`src/rtl/scr1_memif_pkg.sv`:
```
// Memory-interface types shared by the data-memory router and its slaves.
package scr1_memif_pkg;

  typedef enum logic {
    SCR1_MEM_CMD_RD = 1'b0,
    SCR1_MEM_CMD_WR = 1'b1
  } type_scr1_mem_cmd_e;

  typedef enum logic [1:0] {
    SCR1_MEM_WIDTH_BYTE  = 2'b00,
    SCR1_MEM_WIDTH_HWORD = 2'b01,
    SCR1_MEM_WIDTH_WORD  = 2'b10
  } type_scr1_mem_width_e;

  typedef enum logic [1:0] {
    SCR1_MEM_RESP_IDLE   = 2'b00,
    SCR1_MEM_RESP_RDY_OK = 2'b01,
    SCR1_MEM_RESP_RDY_ER = 2'b10
  } type_scr1_mem_resp_e;

endpackage : scr1_memif_pkg

```
`src/rtl/scr1_cnn_mac_slave.sv`:
```
// 3x3 convolution MAC accelerator on a data-memory router port: nine signed
// 8-bit weight/input pairs plus a 32-bit bias, one MAC per cycle.
module scr1_cnn_mac_slave
  import scr1_memif_pkg::*;
#(
  parameter logic [31:0] SCR1_CNN_OFFSET_MASK = 32'h000000FF
) (
  input  logic                 clk,
  input  logic                 rst_n,
  input  logic                 dmem_req,
  output logic                 dmem_req_ack,
  input  type_scr1_mem_cmd_e   dmem_cmd,
  input  type_scr1_mem_width_e dmem_width,
  input  logic [31:0]          dmem_addr,
  input  logic [31:0]          dmem_wdata,
  output logic [31:0]          dmem_rdata,
  output type_scr1_mem_resp_e  dmem_resp,
  output logic                 cnn_irq
);

  localparam logic [31:0] OFF_CTRL   = 32'h00;
  localparam logic [31:0] OFF_STATUS = 32'h04;
  localparam logic [31:0] OFF_RESULT = 32'h08;
  localparam logic [31:0] OFF_BIAS   = 32'h0C;
  localparam logic [31:0] OFF_W0     = 32'h10;
  localparam logic [31:0] OFF_W8     = 32'h30;
  localparam logic [31:0] OFF_X0     = 32'h40;
  localparam logic [31:0] OFF_X8     = 32'h60;
  localparam logic [3:0]  LAST_IDX   = 4'd8;

  typedef enum logic [1:0] {
    ST_IDLE,
    ST_BUSY,
    ST_DONE
  } state_e;

  typedef enum logic [2:0] {
    SEL_NONE,
    SEL_CTRL,
    SEL_STATUS,
    SEL_RESULT,
    SEL_BIAS,
    SEL_W,
    SEL_X
  } sel_e;

  state_e              state_q, state_d;
  logic                ack_q;
  logic [31:0]         bias_q;
  logic [31:0]         acc_q;
  logic [31:0]         result_q;
  logic [3:0]          idx_q;
  logic signed [7:0]   w_q [9];
  logic signed [7:0]   x_q [9];

  type_scr1_mem_resp_e resp_q;
  logic [31:0]         rdata_q;

  logic [31:0]         offset;
  sel_e                sel;
  logic [3:0]          sel_idx;
  logic                accepted;
  logic                is_wr;
  logic                err;
  logic                wr_ok;
  logic [31:0]         rd_val;
  logic                busy;
  logic                done;
  logic                start_pulse;
  logic                clear_pulse;
  logic                mac_start;
  logic                mac_last;
  logic signed [15:0]  product;
  logic [31:0]         acc_sum;

  assign offset   = dmem_addr & SCR1_CNN_OFFSET_MASK;
  assign accepted = dmem_req & ack_q;
  assign is_wr    = (dmem_cmd == SCR1_MEM_CMD_WR);
  assign busy     = (state_q == ST_BUSY);
  assign done     = (state_q == ST_DONE);

  // Address decode: which register the access targets, and the W/X slot.
  // NOTE: every output of a combinational block gets a default first, so no
  // path through the if/case chain can leave it unassigned and infer a latch.
  always_comb begin
    sel     = SEL_NONE;
    sel_idx = '0;
    if (offset == OFF_CTRL) begin
      sel = SEL_CTRL;
    end else if (offset == OFF_STATUS) begin
      sel = SEL_STATUS;
    end else if (offset == OFF_RESULT) begin
      sel = SEL_RESULT;
    end else if (offset == OFF_BIAS) begin
      sel = SEL_BIAS;
    end else if (offset >= OFF_W0 && offset <= OFF_W8 && offset[1:0] == 2'b00) begin
      sel     = SEL_W;
      sel_idx = 4'((offset - OFF_W0) >> 2);
    end else if (offset >= OFF_X0 && offset <= OFF_X8 && offset[1:0] == 2'b00) begin
      sel     = SEL_X;
      sel_idx = 4'((offset - OFF_X0) >> 2);
    end
  end

  // Access legality; a rejected access must leave every register untouched.
  always_comb begin
    err = 1'b0;
    if (dmem_width != SCR1_MEM_WIDTH_WORD || dmem_addr[1:0] != 2'b00 || sel == SEL_NONE) begin
      err = 1'b1;
    end else if (is_wr) begin
      case (sel)
        SEL_STATUS, SEL_RESULT:  err = 1'b1;
        SEL_BIAS, SEL_W, SEL_X:  err = busy;
        default:                 err = 1'b0;
      endcase
    end
  end

  always_comb begin
    rd_val = '0;
    case (sel)
      SEL_STATUS: rd_val = {30'b0, done, busy};
      SEL_RESULT: rd_val = result_q;
      SEL_BIAS:   rd_val = bias_q;
      SEL_W:      rd_val = {{24{w_q[sel_idx][7]}}, w_q[sel_idx]};
      SEL_X:      rd_val = {{24{x_q[sel_idx][7]}}, x_q[sel_idx]};
      default:    rd_val = '0;
    endcase
  end

  assign wr_ok       = accepted & is_wr & ~err;
  assign start_pulse = wr_ok & (sel == SEL_CTRL) & dmem_wdata[0];
  assign clear_pulse = wr_ok & (sel == SEL_CTRL) & dmem_wdata[1];

  // 8x8 signed product, sign-extended into the wrapping 32-bit accumulator.
  assign product = w_q[idx_q] * x_q[idx_q];
  assign acc_sum = acc_q + {{16{product[15]}}, product};

  always_comb begin
    state_d   = state_q;
    mac_start = 1'b0;
    mac_last  = 1'b0;
    case (state_q)
      ST_IDLE: begin
        if (start_pulse) begin
          state_d   = ST_BUSY;
          mac_start = 1'b1;
        end
      end
      ST_BUSY: begin
        if (idx_q == LAST_IDX) begin
          state_d  = ST_DONE;
          mac_last = 1'b1;
        end
      end
      ST_DONE: begin
        // Start takes priority over clear-done in the same CTRL write.
        if (start_pulse) begin
          state_d   = ST_BUSY;
          mac_start = 1'b1;
        end else if (clear_pulse) begin
          state_d = ST_IDLE;
        end
      end
      default: state_d = ST_IDLE;
    endcase
  end

  // NOTE: sequential state uses non-blocking assignments only, so every
  // register samples pre-edge values regardless of statement order.
  always_ff @(posedge clk or negedge rst_n) begin
    if (!rst_n) begin
      state_q <= ST_IDLE;
    end else begin
      state_q <= state_d;
    end
  end

  // RESULT only updates on the final MAC, so an aborted run never leaks out.
  always_ff @(posedge clk or negedge rst_n) begin
    if (!rst_n) begin
      acc_q    <= '0;
      idx_q    <= '0;
      result_q <= '0;
    end else if (mac_start) begin
      acc_q <= bias_q;
      idx_q <= '0;
    end else if (busy) begin
      acc_q <= acc_sum;
      if (mac_last) begin
        result_q <= acc_sum;
      end else begin
        idx_q <= idx_q + 4'd1;
      end
    end
  end

  // NOTE: the operand arrays are architecturally visible and must read 0 after
  // reset, so they are reset explicitly rather than left as plain storage.
  always_ff @(posedge clk or negedge rst_n) begin
    if (!rst_n) begin
      bias_q <= '0;
      for (int i = 0; i < 9; i++) begin
        w_q[i] <= '0;
        x_q[i] <= '0;
      end
    end else if (wr_ok) begin
      case (sel)
        SEL_BIAS: bias_q       <= dmem_wdata;
        SEL_W:    w_q[sel_idx] <= dmem_wdata[7:0];
        SEL_X:    x_q[sel_idx] <= dmem_wdata[7:0];
        default:  ;
      endcase
    end
  end

  // Response stage: one registered reply per accepted request, IDLE otherwise.
  always_ff @(posedge clk or negedge rst_n) begin
    if (!rst_n) begin
      ack_q   <= 1'b0;
      resp_q  <= SCR1_MEM_RESP_IDLE;
      rdata_q <= '0;
    end else begin
      ack_q <= 1'b1;
      if (accepted) begin
        resp_q  <= err ? SCR1_MEM_RESP_RDY_ER : SCR1_MEM_RESP_RDY_OK;
        rdata_q <= (err || is_wr) ? 32'h0 : rd_val;
      end else begin
        resp_q  <= SCR1_MEM_RESP_IDLE;
        rdata_q <= '0;
      end
    end
  end

  assign dmem_req_ack = ack_q;
  assign dmem_resp    = resp_q;
  assign dmem_rdata   = rdata_q;
  assign cnn_irq      = done;

endmodule : scr1_cnn_mac_slave

```
`config.mk`:
```
export PLATFORM = sky130hd
export DESIGN_NAME = scr1_cnn_mac_slave
export DESIGN_NICKNAME = d
export VERILOG_FILES = /design/src/rtl/scr1_memif_pkg.sv /design/src/rtl/scr1_cnn_mac_slave.sv
export SDC_FILE = /design/constraint.sdc
export NUM_CORES = 1
export LEC_CHECK = 0
export ABC_CLOCK_PERIOD_IN_PS = 17500
export BUFFER_PORTS_ARGS = -buffer_cell sky130_fd_sc_hd__buf_4
export CORE_AREA = 5 5 240 242
export CTS_CLUSTER_SIZE = 16
export DETAILED_ROUTE_END_ITERATION = 8
export DIE_AREA = 0 0 245 247
export GPL_TIMING_DRIVEN = 0
export PLACE_DENSITY = 0.46
export SYNTH_ARGS = -nofsm -noshare
export SYNTH_HDL_FRONTEND = slang
export SYNTH_SLANG_ARGS = --single-unit
```
`constraint.sdc`:
```
create_clock -name clk -period 17.5 [get_ports clk]
set_input_delay 3.5 -clock clk [delete_from_list [all_inputs] [get_ports clk]]
set_output_delay 3.5 -clock clk [all_outputs]
set_load 0.01 [all_outputs]
```
==> impl_metrics.py <==
metrics = {
    "drt": {
        "avgRoutedWirePerCell_um": 21.57,
        "detailroute.via_count": 12780,
        "postRouteWirelength_um": 52760,
        "ant_nets": 0,
        "drc_errors": 0,
        "first_pass_iters": 5,
        "post_drt_via_cell_ratio": 5.224,
        "detail_route.iter0.violations": 804,
    },
    "clocking": {
        "tritoncts": "yes",
        "cts_sinks": 281,
        "cts_setup_buffers": 0,
        "htree_num_levels": 2,
        "ctsRootBufferMaster": "clkbuf_16",
        "post_cts_resized": 0,
        "clkSlewWorstSetupHoldPaths_ps": 60,
        "clockBufferDepth": 3,
        "clk_latency_ps": 550,
        "hold_buffers": 0,
        "cts_made_buffers": 35,
    },
    "synthesis": {
        "mappedNetlistArea_sq_um": 17420,
        "synth_nets": 1796,
        "synth_top_cells_by_area": "dfrtp_1, mux2_2, fa_1",
        "yosysTopAreaCellShare": 0.4036,
        "synth_enable_flop_cells": 0,
        "postSynthAreaPerCell_sq_um": 10.87,
        "syn_inst": 1603,
        "synth-warning-count": 0,
        "post-synth-top-area-cell": "dfrtp_1",
        "yosysUniqueCellTypes": 69,
        "synth-seq-cells": 281,
        "async_s_r_ff_share_synth": 1.000,
        "synth_seq_area_share": 0.4036,
        "ys.flop_type": "dfrtp_1",
    },
    "floorplan": {
        "initial_core_util": 0.3175,
        "die-height_um": 247,
        "num_io_pins": 106,
        "horizontal_die_dimension_um": 245,
        "core-area_sq_um": 54880,
        "floorplan.die_area_sq_um": 60520,
        "placement_rows": 86,
    },
    "timing": {
        "clock_skew_ps": 27.17,
        "hold_violations": 0,
        "finalSetupViolCount": 0,
        "slew_viol_final": 0,
        "transition_at_the_pin_with_the_smallest_max_transition_slack_ps": 1144,
        "grt_setup_unrepaired": "false",
        "finalCritPeriodShare": 0.6059,
        "timing.final.ws_setup_ps": 6897,
        "highest_clock_rate_mhz": 94.31,
        "max-slew-margin-rel": 0.2375,
        "setup_total_negative_slack_ps": 0,
        "min_period_ps": 10600,
    },
    "layout": {
        "layout_commonest_cell": "dfrtp_1",
        "area_growth_from_synthesis_to_final_layout_pct": 16.14,
        "antenna_cells_inserted": 0,
        "post_route_cells_drive_above_1_share": 0.2451,
        "nNetsFinal": 1911,
        "filler_cell_count": 5474,
        "mostFrequentLayoutCells": "dfrtp_1, mux2_2, nor2_1",
    },
    "critical_path": {
        "critical_path.n_buffers_inverters": 7,
        "crit_path_top_delay_cell": "clkbuf_1",
        "worst_setup_path_start_kind": "register",
        "path_delay_family": "compound AO/OA/AOI/OAI gates",
        "crit_arrival_ps": 11030,
        "timing.setup.critical_path_class": "register to register",
        "worstPathRequired_ps": 17920,
        "critPathCaptureType": "register",
        "cp_slowest_stage_delay_ps": 750,
        "path_max_fanout": 13,
    },
    "placed_design": {
        "pre_cts_ws_ps": 6952,
        "io_buffers": 74,
        "finalWeightedCongestion": 0.8391,
        "post-dp-hpwl_um": 39460,
    },
    "grt": {
        "first_global_vias": 13460,
        "grt_util_all_layers": 0.1742,
        "antenna_found_initial": 0,
        "grt_remaining_overflow": 0,
        "grt_start_max_net_pins": 82,
        "grt_pass1_wl_um": 82370,
    },
    "power_and_ir_drop": {
        "cell_internal_pwr_mw": 1.157,
        "p_comb_frac": 0.036,
        "leakage_nw": 9.735,
        "total_switching_power_mw": 0.3329,
        "vdd_ir_drop_max_uv": 61.01,
        "power.total_mw": 1.490,
        "p_seq_frac": 0.437,
        "cellPowerDensity_nw_per_um2": 73.65,
        "clkPwrFrac": 0.527,
        "switching_power_share_of_the_total": 0.2234,
    },
    "hold_path": {
        "worst_hold_path_type": "register to register",
    },
    "flow_run": {
        "max_cap_violations": 0,
    },
    "run_status": {
        "run_status": "completed",
    },
}
## worst min-delay path, delay by kind of cell (launching register included)
family	cells	cell delay [ps]
compound gates	1	60
flops	1	340
simple gates	1	50
## power groups by stage
stage	clock (mW)	sequential (mW)	combinational [mW]
floorplan	0	0.663	0.0188
global placement	0	0.663	0.0525
detailed placement	0	0.662	0.0554
CTS	0.808	0.651	0.0554
global route	0.834	0.650	0.0606
finish	0.786	0.651	0.0540
## worst paths after layout
check	slack [ps]	startpoint	cells after the start	end
max in group asynchronous	13050	rst_n	4	w_q[52]
hold / removal	480	result_q[15]	2	result_q[15]
setup / recovery	6900	idx_q[1]	34	result_q[29]
setup reg to reg	6900	idx_q[1]	34	result_q[29]
min in group asynchronous	2870	rst_n	1	dmem_rdata[2]
hold reg to reg	480	result_q[15]	2	result_q[15]
## cell type report
| type | count | area, sq um | area share |
|---|---|---|---|
| timing repair buffer | 78 | 660.6 | 0.03265 |
| sequential | 281 | 7032 | 0.3475 |
| buffer | 99 | 417.9 | 0.02065 |
| multi-input combinational | 1124 | 9623 | 0.4755 |
| inverter | 99 | 371.6 | 0.01836 |
| clock buffer | 45 | 994.7 | 0.04916 |
| tap | 704 | 880.8 | 0.04353 |
| clock inverter | 16 | 255.2 | 0.01261 |
## sequential cells by signal, indices dropped and copies added, names as in the netlist
| register | count |
|---|---|
| w_q | 72 |
| x_q | 72 |
| acc_q | 32 |
| bias_q | 32 |
| dmem_rdata | 32 |
| result_q | 32 |
| idx_q | 4 |
| dmem_resp | 2 |
| state_q | 2 |
| dmem_req_ack | 1 |
## per-stage QoR
step / cell area (sq um) / instances / hold slack, ps / util
after floorplan: 17420 / 1603 / 450.2 / -
after global placement: 18860 / 2381 / 462.6 / 0.3437
after detailed placement: 18990 / 2385 / 471.3 / 0.3460
after CTS: 20240 / 2446 / 484.2 / 0.3687
after global routing: 20240 / 2446 / 495.0 / 0.3687
final: 20240 / 2446 / 478.7 / 0.3687
## metal layers
layer  share of wire  up-vias  global-route usage
li1                -     5957                   -
met5               0        -                   0
met3           0.044       75             0.02972
met2            0.47      261              0.2860
met1            0.46     6484              0.2425
met4           0.020        0             0.04076
## cell families after synthesis
| family | share of synthesized area |
|---|---|
| xor gates and xnor gates | 0.02492 |
| DFF | 0.4036 |
| AOI/OAI and AO/OA | 0.1404 |
| buffers and inverters | 0.04531 |
| muxes | 0.1846 |
| other | 0.0002152 |
| and+or+nand+nor | 0.08854 |
| adders and majority gates | 0.1125 |
## cell usage after synthesis (16+ instances only)
cell type  number
o22ai_1        27
nor2_1        122
mux2_2        194
mux4_2         32
clkbuf_1       66
xnor2_1        25
dfrtp_1       281
xor2_1         22
a21oi_1        93
nor2b_1        28
fa_1           56
o21ai_0        73
mux2i_1        18
nand3_1        25
nand2_1        82
inv_1          99
ha_1           67
a21o_1         31
a22oi_1        47
a211oi_1       16
No activity file was read; power rests on OpenSTA's default activity.
